### config.mk
export PLATFORM = sky130hd
export DESIGN_NAME = chess_move_clock
export DESIGN_NICKNAME = d
export VERILOG_FILES = /design/src/rtl/chess_move_clock.sv
export SDC_FILE = /design/constraint.sdc
export NUM_CORES = 1
export LEC_CHECK = 0
export CORE_UTILIZATION = 50
export CTS_CLUSTER_SIZE = 12
export DETAILED_ROUTE_END_ITERATION = 7
export PLACE_DENSITY = 0.78
export SETUP_SLACK_MARGIN = 0.05
export SLEW_MARGIN = 10
export SYNTH_ARGS = -nofsm -noshare
export SYNTH_HDL_FRONTEND = slang
export SYNTH_SLANG_ARGS = --single-unit
export TNS_END_PERCENT = 50
### constraint.sdc
create_clock -name clock -period 5.67 [get_ports clock]
set_clock_uncertainty 0.15 [all_clocks]
set_input_delay 0.567 -clock clock [delete_from_list [all_inputs] [get_ports clock]]
set_output_delay 0.567 -clock clock [all_outputs]
set_load 0.02 [all_outputs]
### src/rtl/chess_move_clock.sv
// -----------------------------------------------------------------------------
// chess_move_clock
//   Per-player countdown clock for the timed chess game. Remaining time is held
//   in BCD as M:SS and counts down one second every CLOCK_FREQ cycles while run
//   is high. When the displayed time reaches 0:00 the block latches Timeout and
//   freezes until restart or resetApp.
//
// Optional feature (compile-time macro MOVE_CLOCK_INCREMENT_EN):
//   When defined, each moveDone pulse while running adds INCREMENT_SECS to the
//   remaining time (BCD carry, saturating at 9:59). When undefined, moveDone is
//   ignored and no adder is built.
//
// Ports:
//   clock        in   system clock, rising-edge
//   resetApp     in   asynchronous active-high reset
//   restart      in   synchronous reload to START_MINS:00 (overrides run/moveDone)
//   run          in   count-down enable (level)
//   moveDone     in   one-cycle pulse at the end of this player's move
//   SegMins      out  active-low 7-seg code (gfedcba) for the minutes digit
//   SegSecTens   out  active-low 7-seg code for the tens-of-seconds digit
//   SegSecUnits  out  active-low 7-seg code for the units-of-seconds digit
//   Timeout      out  high while the clock has expired
//   lowTime      out  high while remaining seconds <= LOW_TIME_SECS
// -----------------------------------------------------------------------------
module chess_move_clock #(
  parameter int CLOCK_FREQ     = 50000000,
  parameter int START_MINS     = 5,
  parameter int LOW_TIME_SECS  = 30,
  parameter int INCREMENT_SECS = 2
) (
  input  logic       clock,
  input  logic       resetApp,
  input  logic       restart,
  input  logic       run,
  input  logic       moveDone,
  output logic [6:0] SegMins,
  output logic [6:0] SegSecTens,
  output logic [6:0] SegSecUnits,
  output logic       Timeout,
  output logic       lowTime
);

  // A one-cycle-per-second build still needs a 1-bit counter.
  localparam int PW = (CLOCK_FREQ > 1) ? $clog2(CLOCK_FREQ) : 1;
  localparam logic [PW-1:0] PRESCALE_TOP = PW'(CLOCK_FREQ - 1);
  localparam logic [3:0]    START_DIGIT  = 4'(START_MINS);
  localparam logic [9:0]    LOW_LIMIT    = 10'(LOW_TIME_SECS);

  typedef enum logic {
    RUNNING = 1'b0,
    EXPIRED = 1'b1
  } state_t;

  state_t        state, state_next;
  logic [3:0]    mins, mins_next;
  logic [2:0]    tens, tens_next;
  logic [3:0]    units, units_next;
  logic [PW-1:0] prescale, prescale_next;
  logic          timeout, timeout_next;

  logic          tick;
  logic [10:0]   cur_time;
  logic [10:0]   dec_time;
  logic [10:0]   base_time;
  logic [9:0]    total_secs;

  // Active-low gfedcba decode; anything outside 0..9 blanks the digit.
  function automatic logic [6:0] seg_decode(input logic [3:0] digit);
    logic [6:0] seg;
    case (digit)
      4'd0:    seg = 7'h40;
      4'd1:    seg = 7'h79;
      4'd2:    seg = 7'h24;
      4'd3:    seg = 7'h30;
      4'd4:    seg = 7'h19;
      4'd5:    seg = 7'h12;
      4'd6:    seg = 7'h02;
      4'd7:    seg = 7'h78;
      4'd8:    seg = 7'h00;
      4'd9:    seg = 7'h10;
      default: seg = 7'h7F;
    endcase
    return seg;
  endfunction

  // One-second BCD decrement of a packed {mins, tens, units} value.
  function automatic logic [10:0] dec_bcd(input logic [10:0] t);
    logic [3:0] m;
    logic [2:0] tn;
    logic [3:0] u;
    m  = t[10:7];
    tn = t[6:4];
    u  = t[3:0];
    if (u != 4'd0) begin
      u = u - 4'd1;
    end else begin
      u = 4'd9;
      if (tn != 3'd0) begin
        tn = tn - 3'd1;
      end else begin
        tn = 3'd5;
        m  = m - 4'd1;
      end
    end
    return {m, tn, u};
  endfunction

`ifdef MOVE_CLOCK_INCREMENT_EN
  // Add INCREMENT_SECS with BCD carry; saturate at 9:59 on minute overflow.
  function automatic logic [10:0] add_increment(input logic [10:0] t);
    logic [4:0] u_sum;
    logic [3:0] t_sum;
    logic [4:0] m_sum;
    logic [10:0] result;
    u_sum = {1'b0, t[3:0]} + 5'(INCREMENT_SECS);
    if (u_sum > 5'd9) begin
      u_sum = u_sum - 5'd10;
      t_sum = {1'b0, t[6:4]} + 4'd1;
    end else begin
      t_sum = {1'b0, t[6:4]};
    end
    if (t_sum > 4'd5) begin
      t_sum = 4'd0;
      m_sum = {1'b0, t[10:7]} + 5'd1;
    end else begin
      m_sum = {1'b0, t[10:7]};
    end
    if (m_sum > 5'd9) begin
      result = {4'd9, 3'd5, 4'd9};
    end else begin
      result = {m_sum[3:0], t_sum[2:0], u_sum[3:0]};
    end
    return result;
  endfunction
`else
  // moveDone and INCREMENT_SECS have no function without the increment feature.
  logic [4:0] unused_inc;
  assign unused_inc = {moveDone, 4'(INCREMENT_SECS)};
`endif

  assign cur_time = {mins, tens, units};
  assign dec_time = dec_bcd(cur_time);

  // State and time registers; reset and restart load the same values.
  always_ff @(posedge clock or posedge resetApp) begin
    if (resetApp) begin
      state    <= RUNNING;
      mins     <= START_DIGIT;
      tens     <= 3'd0;
      units    <= 4'd0;
      prescale <= {PW{1'b0}};
      timeout  <= 1'b0;
    end else begin
      state    <= state_next;
      mins     <= mins_next;
      tens     <= tens_next;
      units    <= units_next;
      prescale <= prescale_next;
      timeout  <= timeout_next;
    end
  end

  // Next-state logic: prescaler, BCD countdown, expiry and optional increment.
  always_comb begin
    state_next    = state;
    mins_next     = mins;
    tens_next     = tens;
    units_next    = units;
    prescale_next = prescale;
    timeout_next  = timeout;
    tick          = 1'b0;
    base_time     = cur_time;

    if (restart) begin
      state_next    = RUNNING;
      mins_next     = START_DIGIT;
      tens_next     = 3'd0;
      units_next    = 4'd0;
      prescale_next = {PW{1'b0}};
      timeout_next  = 1'b0;
    end else begin
      case (state)
        RUNNING: begin
          // Pausing simply holds prescale so the fractional second survives.
          if (run) begin
            if (prescale == PRESCALE_TOP) begin
              tick          = 1'b1;
              prescale_next = {PW{1'b0}};
            end else begin
              prescale_next = prescale + PW'(1);
            end
          end else begin
            prescale_next = prescale;
          end

          if (tick && (dec_time == 11'd0)) begin
            // Expiry wins over any increment arriving on the same edge.
            state_next   = EXPIRED;
            timeout_next = 1'b1;
            mins_next    = 4'd0;
            tens_next    = 3'd0;
            units_next   = 4'd0;
          end else begin
            if (tick) begin
              base_time = dec_time;
            end else begin
              base_time = cur_time;
            end
`ifdef MOVE_CLOCK_INCREMENT_EN
            if (moveDone) begin
              {mins_next, tens_next, units_next} = add_increment(base_time);
            end else begin
              {mins_next, tens_next, units_next} = base_time;
            end
`else
            {mins_next, tens_next, units_next} = base_time;
`endif
          end
        end
        EXPIRED: begin
          state_next   = EXPIRED;
          timeout_next = 1'b1;
        end
        default: begin
          state_next = RUNNING;
        end
      endcase
    end
  end

  assign total_secs = (10'(mins) * 10'd60) + (10'(tens) * 10'd10) + 10'(units);
  assign lowTime    = (total_secs <= LOW_LIMIT);

  assign SegMins     = seg_decode(mins);
  assign SegSecTens  = seg_decode({1'b0, tens});
  assign SegSecUnits = seg_decode(units);
  assign Timeout     = timeout;

endmodule

==> results of run 1 <==
## how the worst max path moves through the flow
stage                 start      end  slack [ns]
finish              mins[0]  lowTime        0.47
global route        mins[1]  lowTime        0.23
CTS                 mins[0]  lowTime        0.09
detailed placement  mins[2]  lowTime        0.36
global placement    mins[2]  lowTime        0.49
floorplan           mins[0]  lowTime        0.96
## state kept, by name, summed over array words and instances, names as in the netlist
| signal | cells |
|---|---|
| Timeout | 1 |
| mins | 4 |
| state | 1 |
| tens | 3 |
| prescale | 26 |
| units | 4 |
## metrics by stage
step	total power [W]	worst slack (ns)
global route	0.000618	0.228
detailed placement	0.000360	0.357
finish	0.000595	0.470
floorplan	0.000336	0.963
global placement	0.000358	0.488
CTS	0.000600	0.0920
## layer usage
metal	vias up	global-route usage, %	part of all wire, %
li1	1518	-	-
met1	1472	29.4	48
met2	55	38.5	48
met3	7	2.98	3.0
met4	0	4.39	0.97
met5	-	0	0
## final cells by class
type	instances	area (um^2)	share of cell area (%)
Clock inverter	2	35.0	0.884
Tap cell	96	120	3.03
Multi-Input combinational cell	327	2340	59.2
Inverter	31	116	2.94
Sequential cell	39	978	24.7
Clock buffer	6	82.6	2.08
Timing Repair Buffer	29	285	7.20
## synth_stat cells (6+ instances only)
cell type | n | share of area (%)
xnor2_1 | 11 | 2.8
a211oi_1 | 6 | 1.3
fa_1 | 8 | 4.6
nand2_1 | 33 | 3.5
o21ai_0 | 18 | 2.6
mux2i_1 | 8 | 2.3
a21oi_1 | 25 | 3.6
nor3_1 | 10 | 1.4
ha_1 | 41 | 15
clkbuf_1 | 14 | 1.5
dfrtp_1 | 37 | 26
nand4_1 | 9 | 1.6
nor4_1 | 8 | 1.4
nand3_1 | 12 | 1.7
nor2_1 | 41 | 4.4
inv_1 | 31 | 3.3
and3_1 | 7 | 1.3
o21ai_1 | 6 | 0.86
## where the power goes
group          switching (W)  internal (W)  leakage, nW
registers         0.00000607      0.000281        0.534
clock network      0.0000986      0.000142       0.0612
logic              0.0000409     0.0000263         1.17
## kinds of logic (layout without fill, tap and decap cells)
| group | Yosys count | count (layout) | synth area share (%) |
|---|---|---|---|
| flops | 39 | 39 | 27.9 |
| fa+ha+maj | 49 | 49 | 19.2 |
| xor+xnor | 16 | 16 | 4.00 |
| mux | 11 | 11 | 3.25 |
| simple gates | 161 | 161 | 24.2 |
| buf+inv | 47 | 68 | 5.11 |
| compound gates | 90 | 90 | 16.3 |
## worst reg2reg max path: stages, from the launching register on
cell       delay [ns]
dfrtp_1          0.49
inv_1            0.20
ha_1             0.29
ha_1             0.25
nand4bb_1        0.25
mux2i_1          0.18
a2111oi_0        0.72
or3_1            0.29
o221ai_1         0.13
## timing repair
action / 4_1_cts / 5_1_grt
resized for setup: 0 / 1
buffers inserted: 1 / 0
pin swaps: 0 / 0
setup endpoints to repair: 1 / 1
==> run_results.csv, run 1 <==
group,metric,value,unit
clock_tree,h-tree-depth,2,
synth,synth_ff_type,"dfrtp_1",
finish,stdcell_area,3960,um^2
worst_setup_path,worstReg2RegStart,"tens[0]",
clock_tree,root_buffer,"clkbuf_8",
worst_setup_path,cpPeakStageDelay,0.68,ns
power_and_ir_drop,max-vdd-ir-drop,170,uV
finish,drive_gt1_share,5.53,%
worst_setup_path,endpoint_kind,"output pin",
clock_tree,clk_transition_reported_paths,0.08,ns
global_route,grt-ovfl-total,0,
detailed_routing,routed_wl,7440,um
finish,area_delta_synth_final,13.1,%
min_path,worstHoldPathCells,1,
global_route,grt_pass1_wl,13200,um
timing,setup_viol,0,
floorplan,fp.dieH,85.7,um
timing,tns,0,ns
detailed_routing,vias,3052,
timing,slew_violations,0,
worst_setup_path,rr_endpoint,"tens[1]",
clock_tree,cts_buffer_depth,2,
synth,synth_edf_count,0,
synth,syn_nets,467,
min_path,hold_start,"prescale[25]",
detailed_routing,post_drt_wl_per_cell,14.0,um
worst_setup_path,critPathLaunchType,"flop",
detailed_routing,firstDrtPassIters,4,
place,placedCellCount,521,
place,port_buffers,26,
finish,final_util,58.3,%
detailed_routing,postRouteAntennaNets,0,
worst_setup_path,worst_ep_arrival_time,4.48,ns
global_route,grt_pass1_vias,2895,
synth,syn_area,3500,um^2
clock_tree,clk_latency,0.29,ns
timing,finalHoldViolations,0,
place,hpwl,5580,um
finish,final_nets,487,
worst_setup_path,critPathTopFamily,"adder cells",
run,cap_violations,0,
place,finalWeightedCongestion,0.801,
finish,fillers,593,
clock_tree,hold_buffers,0,
worst_setup_path,critical_path_class,"reg2out",
worst_setup_path,cpMaxStageDelayCell,"dfstp_2",
floorplan,io_pins,28,
timing,period_share,91.7,%
synth,ys_types,62,
synth,yosysSeqAreaShare,27.9,%
floorplan,die_w,85.7,um
min_path,hp-class,"reg2reg",
worst_setup_path,reg2reg_depth,8,
synth,synth_cells,413,
worst_setup_path,cp.depth,12,
synth,ys_seq_elements,39,
timing,layout_min_cycle_time,5.20,ns
timing,hold_ws,0.330,ns
worst_setup_path,r2r_setup_slack,2.59,ns
detailed_routing,routed_via_density,5.76,
clock_tree,cts_tree,"yes",
worst_setup_path,crit_fanout,9,
floorplan,dieArea,7340,um^2
min_path,holdPathEnd,"prescale[25]",
floorplan,coreArea,6790,um^2
clock_tree,cts_num_sinks,39,
place,placedInstanceArea,3830,um^2
finish,final_cell_mix,"nor2_1, ha_1, dfrtp_1, nand2_1, inv_1",
timing,rsz0062_at_grt,"false",
global_route,grt_max_degree,40,
timing,tightest_slew,0.927,ns
worst_setup_path,cpMostUsedCell,"fa_1",
detailed_routing,drc,0,
synth,avgSynthCellArea,8.48,um^2
floorplan,start_util,51.5,%
finish,final_cell_count_no_fill,530,
timing,max_slew_margin,36.6,%
clock_tree,cts_buffers,5,
status,status,"finished clean",
detailed_routing,drt_iter0_markers,178,
worst_setup_path,crit_path_cell_trace,"fa_1, inv_1, fa_1, fa_1, xnor2_1, ha_1, ha_1, a21boi_0, mux2i_1, or4_1, a211oi_1, dlymetal6s2s_1",
worst_setup_path,cp.required,4.95,ns
power_and_ir_drop,power_density,150,nW/um^2
synth,yosysWarnings,0,
timing,fmax,0.192,GHz
global_route,grtUsageTotal,22.1,%
synth,async_flop_share,100,%
finish,n_antenna_cell,0,
floorplan,num_rows,30,
power_and_ir_drop,p_leak,1.77,nW
global_route,antenna_found_initial,0,
worst_setup_path,cp_num_buf_inv,2,
Power figures use the tool's default switching activity.
==> run 2: changes to the inputs <==
CORE_UTILIZATION = 55   (was 50)
PLACE_DENSITY = 0.84   (was 0.78)
==> run 2 against run 1 <==
Against the previous run:
- non-clock buffer count increased by 1
- register-to-register slack about the same
- highest routed layer unchanged
- global-route usage increased by 2.0 points
==> run_results.csv, run 2 (synthesis gave the netlist of run 1 again) <==
group,metric,value,unit
worst_setup_path,crit_fanout,8,
clock_tree,hold_buffers,0,
worst_setup_path,critPathLaunchType,"flop",
clock_tree,cts_tree,"yes",
floorplan,coreArea,6030,um^2
power_and_ir_drop,max-vdd-ir-drop,183,uV
global_route,antenna_found_initial,0,
run,cap_violations,0,
clock_tree,root_buffer,"clkbuf_8",
timing,setup_viol,0,
detailed_routing,postRouteAntennaNets,0,
worst_setup_path,endpoint_kind,"output pin",
floorplan,fp.dieH,81.8,um
clock_tree,cts_num_sinks,39,
timing,period_share,91.7,%
detailed_routing,firstDrtPassIters,4,
detailed_routing,vias,3107,
timing,fmax,0.192,GHz
finish,final_nets,488,
timing,layout_min_cycle_time,5.20,ns
min_path,worstHoldPathCells,1,
timing,tightest_slew,0.892,ns
finish,reg_top3,"prescale (26), mins (4), units (4)",
global_route,grt_pass1_wl,12600,um
place,placedCellCount,500,
timing,slew_violations,0,
worst_setup_path,cp.required,4.95,ns
clock_tree,h-tree-depth,2,
detailed_routing,drt_iter0_markers,242,
global_route,grtUsageTotal,24.1,%
place,hpwl,5570,um
power_and_ir_drop,power_density,136,nW/um^2
worst_setup_path,critical_path_class,"reg2out",
worst_setup_path,reg2reg_depth,8,
timing,finalHoldViolations,0,
detailed_routing,post_drt_wl_per_cell,14.6,um
finish,regMostFlops,"prescale",
detailed_routing,drc,0,
place,finalWeightedCongestion,0.822,
finish,area_delta_synth_final,11.4,%
clock_tree,clk_latency,0.30,ns
finish,n_antenna_cell,0,
timing,tns,0,ns
detailed_routing,routed_wl,7460,um
floorplan,num_rows,28,
finish,final_cell_count_no_fill,509,
global_route,grt-ovfl-total,0,
place,port_buffers,26,
floorplan,dieArea,6690,um^2
global_route,grt_pass1_vias,2820,
min_path,hp-class,"reg2reg",
finish,final_cell_mix,"nor2_1, ha_1, dfrtp_1, nand2_1, inv_1",
clock_tree,clk_transition_reported_paths,0.07,ns
finish,drive_gt1_share,5.07,%
clock_tree,cts_buffers,5,
floorplan,start_util,58.1,%
status,status,"finished clean",
floorplan,io_pins,28,
power_and_ir_drop,p_leak,1.75,nW
floorplan,die_w,81.8,um
timing,rsz0062_at_grt,"false",
timing,max_slew_margin,39.0,%
global_route,grt_max_degree,40,
detailed_routing,routed_via_density,6.10,
finish,largest_register_ffs,26,
worst_setup_path,worst_ep_arrival_time,4.48,ns
clock_tree,cts_buffer_depth,2,
[run 2: final timing paths]
kind / startpoint / end / slack, ns
min: prescale[25] / prescale[25] / 0.33
max reg2reg: tens[0] / Timeout / 2.59
max: mins[1] / lowTime / 0.47
min in group asynchronous: resetApp / prescale[15] / 0.53
min reg2reg: prescale[25] / prescale[25] / 0.33
max in group asynchronous: resetApp / mins[0] / 4.47
[run 2: layout make-up]
cell class | instances | area, um^2
repair buffers | 30 | 293
clock buffers | 7 | 76.3
fillers | 512 | 2120
flip-flops and latches | 39 | 978
multi-input cells | 327 | 2340
inverters | 31 | 116
well taps | 75 | 93.8
[run 2: per-stage QoR]
| stage | util, % | worst slack, ns | total power [W] | area (um^2) | hold WS, ns |
|---|---|---|---|---|---|
| after floorplan | - | 0.963 | 0.000336 | 3500 | 0.293 |
| after global placement | 63.2 | 0.482 | 0.000357 | 3810 | 0.306 |
| after detailed placement | 63.2 | 0.356 | 0.000359 | 3810 | 0.316 |
| after CTS | 64.7 | 0.0539 | 0.000534 | 3900 | 0.328 |
| after global routing | 64.8 | 0.213 | 0.000552 | 3900 | 0.351 |
| final | 64.8 | 0.471 | 0.000531 | 3900 | 0.327 |
[run 2: repair_timing]
item                       4_1_cts  5_1_grt
setup endpoints to repair        1        1
resized for setup                0        1
buffers inserted                 2        0
pin swaps                        0        0
[run 2: critical path, stage by stage, from the launching register on]
cell and delay (ns):
dfrtp_1 0.51, fa_1 0.58, inv_1 0.05, fa_1 0.52
inv_1 0.06, ha_1 0.29, a211oi_1 0.30, nor2_1 0.12
nor2_1 0.15, ha_1 0.30, nand2b_1 0.13, a21oi_1 0.07
a311o_1 0.29, or4_1 0.42, a211oi_1 0.16, dlymetal6s2s_1 0.25
[run 2: power breakdown]
part,switching [W],total (W),internal [W],leakage (nW)
Sequential,0.00000606,0.000287,0.000281,0.534
Combinational,0.0000402,0.0000665,0.0000263,1.18
Clock,0.0000927,0.000177,0.0000847,0.0383
Total,0.000139,0.000531,0.000392,1.75
[run 2: routing by layer]
layer,global-route usage (%),up-vias,wire [um],share of wire (%)
met4,5.44,0,83,1.1
met3,3.22,9,303,4.1
met1,31.7,1504,3400,46
met5,0,-,0,0
met2,41.8,75,3670,49
li1,-,1519,-,-
